$ cat src/rtl/m602_pkg.sv
// Shared pdp8 pulse/delay definitions: FSM state encodings reused by the
// pulse amplifier and the later delay and one-shot modules.
package m602_pkg;

  typedef enum logic [1:0] {
    ST_IDLE  = 2'd0,
    ST_PULSE = 2'd1,
    ST_REC   = 2'd2
  } pst_e;

  localparam int NUM_CH = 2;

endpackage

$ cat src/rtl/m602_channel.sv
// One pulse-amplifier channel: a rising trigger edge, gated by the
// conditioning level, becomes a PW-cycle pulse followed by a REC-cycle lockout.
module m602_channel
  import m602_pkg::*;
#(
  parameter int PW  = 3,
  parameter int REC = 2,
  parameter int CW  = 4
) (
  input  logic clk,
  input  logic rst,
  input  logic trig,
  input  logic en,
  output logic pout,
  output logic poutn
);

  localparam bit HAS_REC = (REC > 0);
  localparam int PWM1    = PW - 1;
  localparam int RECM1   = HAS_REC ? REC - 1 : 0;

  pst_e          state_q, state_d;
  logic [CW-1:0] cnt_q, cnt_d;
  logic          trig_q;
  logic          pulse_q, pulse_d;
  logic          edg;

  assign edg = trig & ~trig_q;

  always_comb begin
    state_d = state_q;
    cnt_d   = cnt_q;
    case (state_q)
      ST_IDLE: begin
        // Conditioning level only matters in the edge cycle.
        if (edg && en) begin
          state_d = ST_PULSE;
          cnt_d   = CW'(PWM1);
        end
      end
      ST_PULSE: begin
        if (cnt_q == '0) begin
          if (HAS_REC) begin
            state_d = ST_REC;
            cnt_d   = CW'(RECM1);
          end else begin
            state_d = ST_IDLE;
          end
        end else begin
          cnt_d = cnt_q - CW'(1);
        end
      end
      ST_REC: begin
        if (cnt_q == '0) state_d = ST_IDLE;
        else             cnt_d   = cnt_q - CW'(1);
      end
      default: begin
        state_d = ST_IDLE;
        cnt_d   = '0;
      end
    endcase
    pulse_d = (state_d == ST_PULSE);
  end

  always_ff @(posedge clk) begin
    // trig_q follows the input even in reset so a level held high through
    // reset is not mistaken for an edge afterwards.
    trig_q <= trig;
    if (rst) begin
      state_q <= ST_IDLE;
      cnt_q   <= '0;
      pulse_q <= 1'b0;
    end else begin
      state_q <= state_d;
      cnt_q   <= cnt_d;
      pulse_q <= pulse_d;
    end
  end

  assign pout  = pulse_q;
  assign poutn = ~pulse_q;

endmodule

$ cat src/rtl/m602.sv
// Two-channel pulse amplifier: two independent m602_channel instances,
// ch0 on D1/E1 -> F1/H1 and ch1 on K1/L1 -> M1/N1.
module m602
  import m602_pkg::*;
#(
  parameter int PW  = 3,
  parameter int REC = 2,
  parameter int CW  = 4
) (
  input  logic clk,
  input  logic rst,
  input  logic D1,
  input  logic E1,
  output logic F1,
  output logic H1,
  input  logic K1,
  input  logic L1,
  output logic M1,
  output logic N1
);

  logic [NUM_CH-1:0] trig, en, p, pn;

  assign trig = {K1, D1};
  assign en   = {L1, E1};

  for (genvar i = 0; i < NUM_CH; i++) begin : g_ch
    m602_channel #(.PW(PW), .REC(REC), .CW(CW)) u_ch (
      .clk  (clk),
      .rst  (rst),
      .trig (trig[i]),
      .en   (en[i]),
      .pout (p[i]),
      .poutn(pn[i])
    );
  end

  assign F1 = p[0];
  assign H1 = pn[0];
  assign M1 = p[1];
  assign N1 = pn[1];

endmodule

$ cat config.mk
export PLATFORM = sky130hd
export DESIGN_NAME = m602
export DESIGN_NICKNAME = d
export VERILOG_FILES = /design/src/rtl/m602_pkg.sv /design/src/rtl/m602_channel.sv /design/src/rtl/m602.sv
export SDC_FILE = /design/constraint.sdc
export NUM_CORES = 1
export LEC_CHECK = 0
export CAP_MARGIN = 20
export CORE_MARGIN = 3
export CORE_UTILIZATION = 45
export DETAILED_ROUTE_END_ITERATION = 8
export GPL_TIMING_DRIVEN = 0
export PLACE_DENSITY = 0.66
export SYNTH_ARGS = -nofsm -noshare
export SYNTH_HDL_FRONTEND = slang
export SYNTH_SLANG_ARGS = --single-unit
$ cat constraint.sdc
create_clock -name clk -period 1.9 [get_ports clk]
set_clock_uncertainty 0.05 [all_clocks]
set_input_delay 0.38 -clock clk [delete_from_list [all_inputs] [get_ports clk]]
set_output_delay 0.38 -clock clk [all_outputs]
set_load 0.1 [all_outputs]
==> flow_summary.json, run 1 <==
{
  "rsz0062_at_grt": "no",
  "seq_area_frac_synth_pct": 37.87,
  "h-tree-depth": 1,
  "mostFrequentLayoutCells": "14 x dfxtp_1, 8 x a21oi_1, 7 x nor2_1, 6 x nand2_1, 6 x nor3_1",
  "cp_max_fo": 5,
  "whs_ns": 0.4672,
  "switchingPower_mw": 0.2021,
  "clkSinkCount": 16,
  "pre_cts_slack_ns": -0.006520,
  "syn_area_um2": 845.8,
  "outcome": "finished, final reports clean",
  "die_width_um": 49.36,
  "drc": 0,
  "final-hold-violation-count": 0,
  "ys_ff_latch": 16,
  "antenna_found_initial": 0,
  "io_buffers": 9,
  "worst_slew_pin_slew_ns": 0.5473,
  "cts_buffers": 3,
  "setup_viol": 0,
  "worstSkewPairLatency_ns": 0.29,
  "worstPathRequired_ns": 2.06,
  "setup_tns_ns": 0,
  "synth_cell_types": 34,
  "drive_above_1_share_pct": 14.78,
  "diodes": 0,
  "post_cts_buffers": 0,
  "cts_tree": "yes",
  "max_freq_mhz": 566.7,
  "cts_hold_buf": 0,
  "p_per_area_nw_per_um2": 707.6,
  "std_cell_rows": 15,
  "endpoint_kind": "register",
  "p_int_mw": 0.5221,
  "clkPwrFrac_pct": 31.4,
  "drt_iter0_markers": 22,
  "grt_pass1_vias": 643,
  "cts_buffer_depth": 2,
  "final_common_cell": "dfxtp_1",
  "die-area_um2": 2436,
  "core_um2": 1745,
  "yosys.area_share.simple_pct": 32.10,
  "wl_per_cell_um": 11.55,
  "final_nets": 125,
  "synthAdderAreaFrac_pct": 4.438,
  "ys_warn_count": 0,
  "fp.dieH_um": 49.36,
  "firstDrtPassIters": 4,
  "synth-xor-area-share_pct": 1.036,
  "initial_core_util_pct": 48.46,
  "path_class": "reg2reg",
  "cp_data_arrival_time_ns": 1.92,
  "utilization_pct": 58.64,
  "grt_pass1_wl_um": 2842,
  "synthMuxAreaShare_pct": 2.367,
  "start_kind": "register",
  "seqPwrFrac_pct": 49.5,
  "p_leak_nw": 0.3744,
  "syn_nets": 112,
  "clk_pin_slew_ns": 0.10,
  "syn_inst": 103,
  "root_buffer": "clkbuf_4",
  "min_period_ns": 1.765,
  "peakVddDrop_mv": 0.4357,
  "relSlewSlack_pct": 63.69,
  "synth_top_family_by_area": "simple AND/OR/NAND/NOR gates",
  "p_comb_share_pct": 19.1,
  "antenna_left": 0,
  "min_path_type": "reg2reg",
  "overflow": 0,
  "viasPerCell": 5.236,
  "setup_ws_ns": 0.1355,
  "synth_area_per_cell_um2": 8.212,
  "dpl.hpwl_um": 1205,
  "grt_max_degree": 11,
  "routed_wl_um": 1617,
  "synth_compound_area_share_pct": 16.12,
  "globalplace.congestion": 0.8833,
  "drv_slew": 0,
  "track_usage_pct": 15.41,
  "area_delta_synth_final_pct": 21.01,
  "power_switching_share_pct": 27.90,
  "cap_violations": 0,
  "boundaryPins": 10,
  "num_vias": 733,
  "power_mw": 0.7242,
  "finalCritPeriodShare_pct": 92.87
}
## power groups by stage
stage          logic (mW)  registers, mW  clock network [mW]
5_1_grt             0.153          0.360               0.260
3_5_place_dp        0.139          0.366                   0
4_1_cts             0.139          0.359               0.240
6_report            0.139          0.359               0.227
2_1_floorplan      0.0927          0.375                   0
3_3_place_gp        0.136          0.366                   0
## cell families (layout without fill, tap and decap cells)
| kind of cell | Yosys count | after routing |
|---|---|---|
| buffers and inverters | 13 | 25 |
| muxes | 2 | 2 |
| and+or+nand+nor | 46 | 46 |
| DFF | 16 | 16 |
| adders and majority gates | 3 | 3 |
| AOI/OAI and AO/OA | 22 | 22 |
| xor gates and xnor gates | 1 | 1 |
## routing by layer
metal | global-route usage [%] | part of all wire [%] | up-vias
li1 | - | - | 386
met5 | 0 | 0 | -
met3 | 2.752 | 3.1 | 4
met2 | 21.43 | 41 | 17
met1 | 20.90 | 53 | 326
met4 | 11.37 | 2.2 | 0
## flip-flops by register name, indices dropped and copies added (netlist names)
signal	count
g_ch.u_ch.cnt_q	8
g_ch.u_ch.trig_q	2
g_ch.u_ch.pout	2
g_ch.u_ch.state_q	4
## path summary, 6_finish.rpt
path,from,endpoint,slack (ns),cells past startpoint
max,g_ch[1].u_ch.cnt_q[0]$_SDFFE_PP0P_,g_ch[1].u_ch.cnt_q[0]$_SDFFE_PP0P_,0.14,6
min,g_ch[0].u_ch.cnt_q[2]$_SDFFE_PP0P_,g_ch[0].u_ch.cnt_q[2]$_SDFFE_PP0P_,0.47,2
max reg2reg,g_ch[1].u_ch.cnt_q[0]$_SDFFE_PP0P_,g_ch[1].u_ch.cnt_q[0]$_SDFFE_PP0P_,0.14,6
min reg2reg,g_ch[0].u_ch.cnt_q[2]$_SDFFE_PP0P_,g_ch[0].u_ch.cnt_q[2]$_SDFFE_PP0P_,0.47,2
## critical path, cell delays in order (launching register included)
cell	delay, ns
dfxtp_1	0.34
inv_1	0.10
ha_1	0.17
or3b_2	0.53
nand2_2	0.13
o211ai_1	0.11
a311oi_2	0.24
## layout make-up
type	instances	area [um2]
sequential	16	322.8
timing repair buffer	9	95.09
clock buffer	4	36.28
fill	174	721.9
multi-input combinational	74	483.0
inverter	7	33.78
buffer	5	21.27
tap	25	31.28
## metrics by stage
step	instance area, um2	cells
final	1023	140
after global routing	1023	140
after CTS	1018	141
after detailed placement	977.2	137
after global placement	977.2	137
after floorplan	855.8	103
## synthesized netlist by cell type
library cell | instances | area share, %
a21o_1 | 1 | 0.89
clkbuf_1 | 4 | 1.8
a31oi_1 | 3 | 2.2
or3b_2 | 1 | 1.0
o22ai_1 | 1 | 0.74
mux2i_1 | 2 | 2.4
nor2b_1 | 4 | 3.0
or2b_1 | 1 | 0.89
buf_2 | 1 | 0.59
nand4b_1 | 1 | 1.0
and3b_1 | 2 | 2.1
nor2_1 | 7 | 3.1
ha_1 | 3 | 4.4
nor3b_1 | 3 | 2.7
o211ai_1 | 1 | 0.89
xnor2_1 | 1 | 1.0
a21oi_1 | 8 | 4.7
or3b_1 | 2 | 2.1
nand2_1 | 7 | 3.1
o21ai_0 | 3 | 1.8
a22oi_1 | 1 | 0.89
nand2b_1 | 3 | 2.2
clkbuf_2 | 1 | 0.59
or3_1 | 5 | 3.7
a211oi_1 | 1 | 0.89
a311oi_1 | 1 | 1.0
o22a_1 | 1 | 1.0
nand3_1 | 1 | 0.59
inv_1 | 7 | 3.1
nor3_1 | 6 | 3.6
a31o_1 | 1 | 1.0
dfxtp_1 | 16 | 38
nand4bb_1 | 1 | 1.3
nand3b_1 | 2 | 1.8
## repair_timing
item / in CTS / in global routing
endpoints found under the setup margin: 4 / 2
pin swaps: 0 / 0
resized for setup: 12 / 2
Note: power is estimated with default switching activity, not from simulation.
==> inputs of run 2 (changes only) <==
--- a/config.mk
+++ b/config.mk
@@ -10,7 +10,9 @@
 export CORE_UTILIZATION = 45
 export DETAILED_ROUTE_END_ITERATION = 8
 export GPL_TIMING_DRIVEN = 0
+export MAX_ROUTING_LAYER = met4
 export PLACE_DENSITY = 0.66
 export SYNTH_ARGS = -nofsm -noshare
 export SYNTH_HDL_FRONTEND = slang
 export SYNTH_SLANG_ARGS = --single-unit
+export TNS_END_PERCENT = 20
==> run 2 against run 1 <==
Die area is the same. Cell count is the same. Combinational power is essentially flat. Sequential share of layout area grew 0.50 points. Design area shrank 2.0%. Worst hold slack lost 0.0094 ns. Utilization shrank 1.1 points. Critical path depth is the same. Critical endpoint unchanged.
==> flow_summary.json, run 2 (synthesis results as in run 1) <==
{
  "outcome": "finished, final reports clean",
  "finalCritPeriodShare_pct": 95.80,
  "die-area_um2": 2436,
  "multi_input_area_um2": 474.2,
  "final_common_cell": "dfxtp_1",
  "core_um2": 1745,
  "clkPwrFrac_pct": 30.9,
  "power_mw": 0.7140,
  "drc": 0,
  "min_period_ns": 1.820,
  "h-tree-depth": 1,
  "drt_iter0_markers": 21,
  "max_stage_delay_ns": 0.51,
  "min_path_type": "reg2reg",
  "globalplace.congestion": 0.8026,
  "cp_slowest_cell": "or3b_2",
  "placed_area_um2": 972.2,
  "die_width_um": 49.36,
  "root_buffer": "clkbuf_4",
  "drive_above_1_share_pct": 11.30,
  "pre_cts_slack_ns": -0.01003,
  "cts_buffers": 3,
  "p_per_area_nw_per_um2": 711.5,
  "worst_slew_pin_slew_ns": 0.5471,
  "r2r_slack_ns": 0.08,
  "cp_max_fo": 5,
  "drv_slew": 0,
  "io_buffers": 9,
  "clkSinkCount": 16,
  "initial_core_util_pct": 48.46,
  "filler_cell_count": 172,
  "power_switching_share_pct": 27.09,
  "overflow": 0,
  "final-hold-violation-count": 0,
  "p_int_mw": 0.5206,
  "largest_reg_flops": 8,
  "firstDrtPassIters": 4,
  "boundaryPins": 10,
  "top_regs": "g_ch.u_ch.cnt_q: 8 flops, g_ch.u_ch.state_q: 4 flops",
  "cap_violations": 0,
  "diodes": 0,
  "antenna_left": 0,
  "max_freq_mhz": 549.4,
  "clk_pin_slew_ns": 0.09,
  "grt_max_degree": 11,
  "path_cells": "inv_1 > ha_1 > or3b_2 > nand2_1 > o211ai_1 > a311oi_1",
  "antenna_found_initial": 0,
  "routed_wl_um": 1618,
  "mostFrequentLayoutCells": "15 x dfxtp_1, 8 x a21oi_1, 7 x nand2_1, 7 x nor2_1",
  "worstPathRequired_ns": 2.05,
  "cts_tree": "yes",
  "wl_met3_um": 87,
  "peakVddDrop_mv": 0.6917,
  "drt-met1-wl_um": 825,
  "cts_buffer_depth": 2,
  "switchingPower_mw": 0.1934,
  "p_comb_share_pct": 19.0,
  "grt_pass1_wl_um": 2863,
  "final_area_um2": 1003,
  "setup_ws_ns": 0.07979,
  "path_class": "reg2reg",
  "track_usage_pct": 15.25,
  "start_kind": "register",
  "regMostFlops": "g_ch.u_ch.cnt_q",
  "met2_length_um": 692,
  "seqCellArea_um2": 321.6,
  "dpl.hpwl_um": 1197,
  "wl_per_cell_um": 11.56,
  "worstSkewPairLatency_ns": 0.28,
  "cp_data_arrival_time_ns": 1.97,
  "fp.dieH_um": 49.36,
  "endpoint_kind": "register",
  "std_cell_rows": 15,
  "relSlewSlack_pct": 63.69,
  "viasPerCell": 5.321,
  "num_vias": 745,
  "rsz0062_at_grt": "yes",
  "grt_pass1_vias": 682,
  "final_nets": 125,
  "seqPwrFrac_pct": 50.1,
  "area_delta_synth_final_pct": 18.64,
  "maxUsedRoutingLayer": "met4",
  "p_leak_nw": 0.3733,
  "setup_viol": 0
}
run 2: metal layers:
layer / up-vias / global-route usage (%)
met5: - / -
met4: 0 / 3.318
met3: 2 / 5.505
met2: 19 / 22.32
met1: 338 / 20.00
li1: 386 / -
run 2: power groups by stage:
| stage | combinational (mW) | clock [mW] | sequential [mW] |
|---|---|---|---|
| final | 0.136 | 0.221 | 0.358 |
| after global placement | 0.136 | 0 | 0.365 |
| after detailed placement | 0.138 | 0 | 0.366 |
| after global routing | 0.152 | 0.241 | 0.360 |
| after CTS | 0.138 | 0.229 | 0.358 |
| after floorplan | 0.0926 | 0 | 0.374 |
run 2: final cells by class:
cell class | instances | share of cell area [%]
clock buffers | 4 | 3.616
well taps | 25 | 3.117
plain buffers | 5 | 2.120
inverters | 7 | 2.993
flip-flops and latches | 16 | 32.04
multi-input cells | 74 | 47.26
repair buffers | 9 | 8.853
run 2: path summary, 6_finish.rpt:
path,startpoint,endpoint,depth (start not counted)
max,g_ch[1].u_ch.cnt_q[0]$_SDFFE_PP0P_,g_ch[1].u_ch.cnt_q[0]$_SDFFE_PP0P_,6
min,g_ch[0].u_ch.cnt_q[2]$_SDFFE_PP0P_,g_ch[0].u_ch.cnt_q[2]$_SDFFE_PP0P_,2
max reg2reg,g_ch[1].u_ch.cnt_q[0]$_SDFFE_PP0P_,g_ch[1].u_ch.cnt_q[0]$_SDFFE_PP0P_,6
min reg2reg,g_ch[0].u_ch.cnt_q[2]$_SDFFE_PP0P_,g_ch[0].u_ch.cnt_q[2]$_SDFFE_PP0P_,2
run 2: worst max-delay path: cells and delay by family, from the launching register on:
kind | cells | cell delay (ns)
compound gates | 2 | 0.37
fa+ha+maj | 1 | 0.19
simple gates | 2 | 0.66
buf+inv | 1 | 0.11
flops | 1 | 0.35
run 2: timing repair:
action	CTS	global route
hold endpoints to repair	0	0
gates resized for setup	11	1
setup buffers	0	0
hold buffers	0	0
endpoints found under the setup margin	4	3
run 2: stage by stage:
stage           TNS (ns)  util (%)  hold slack [ns]  cells
2_1_floorplan    -0.1404         -           0.3577    103
3_3_place_gp   -0.005454     55.70           0.4372    137
3_5_place_dp    -0.01676     55.70           0.4453    137
4_1_cts                0     57.99           0.4597    141
5_1_grt         -0.07342     57.49           0.4900    140
6_report               0     57.49           0.4578    140
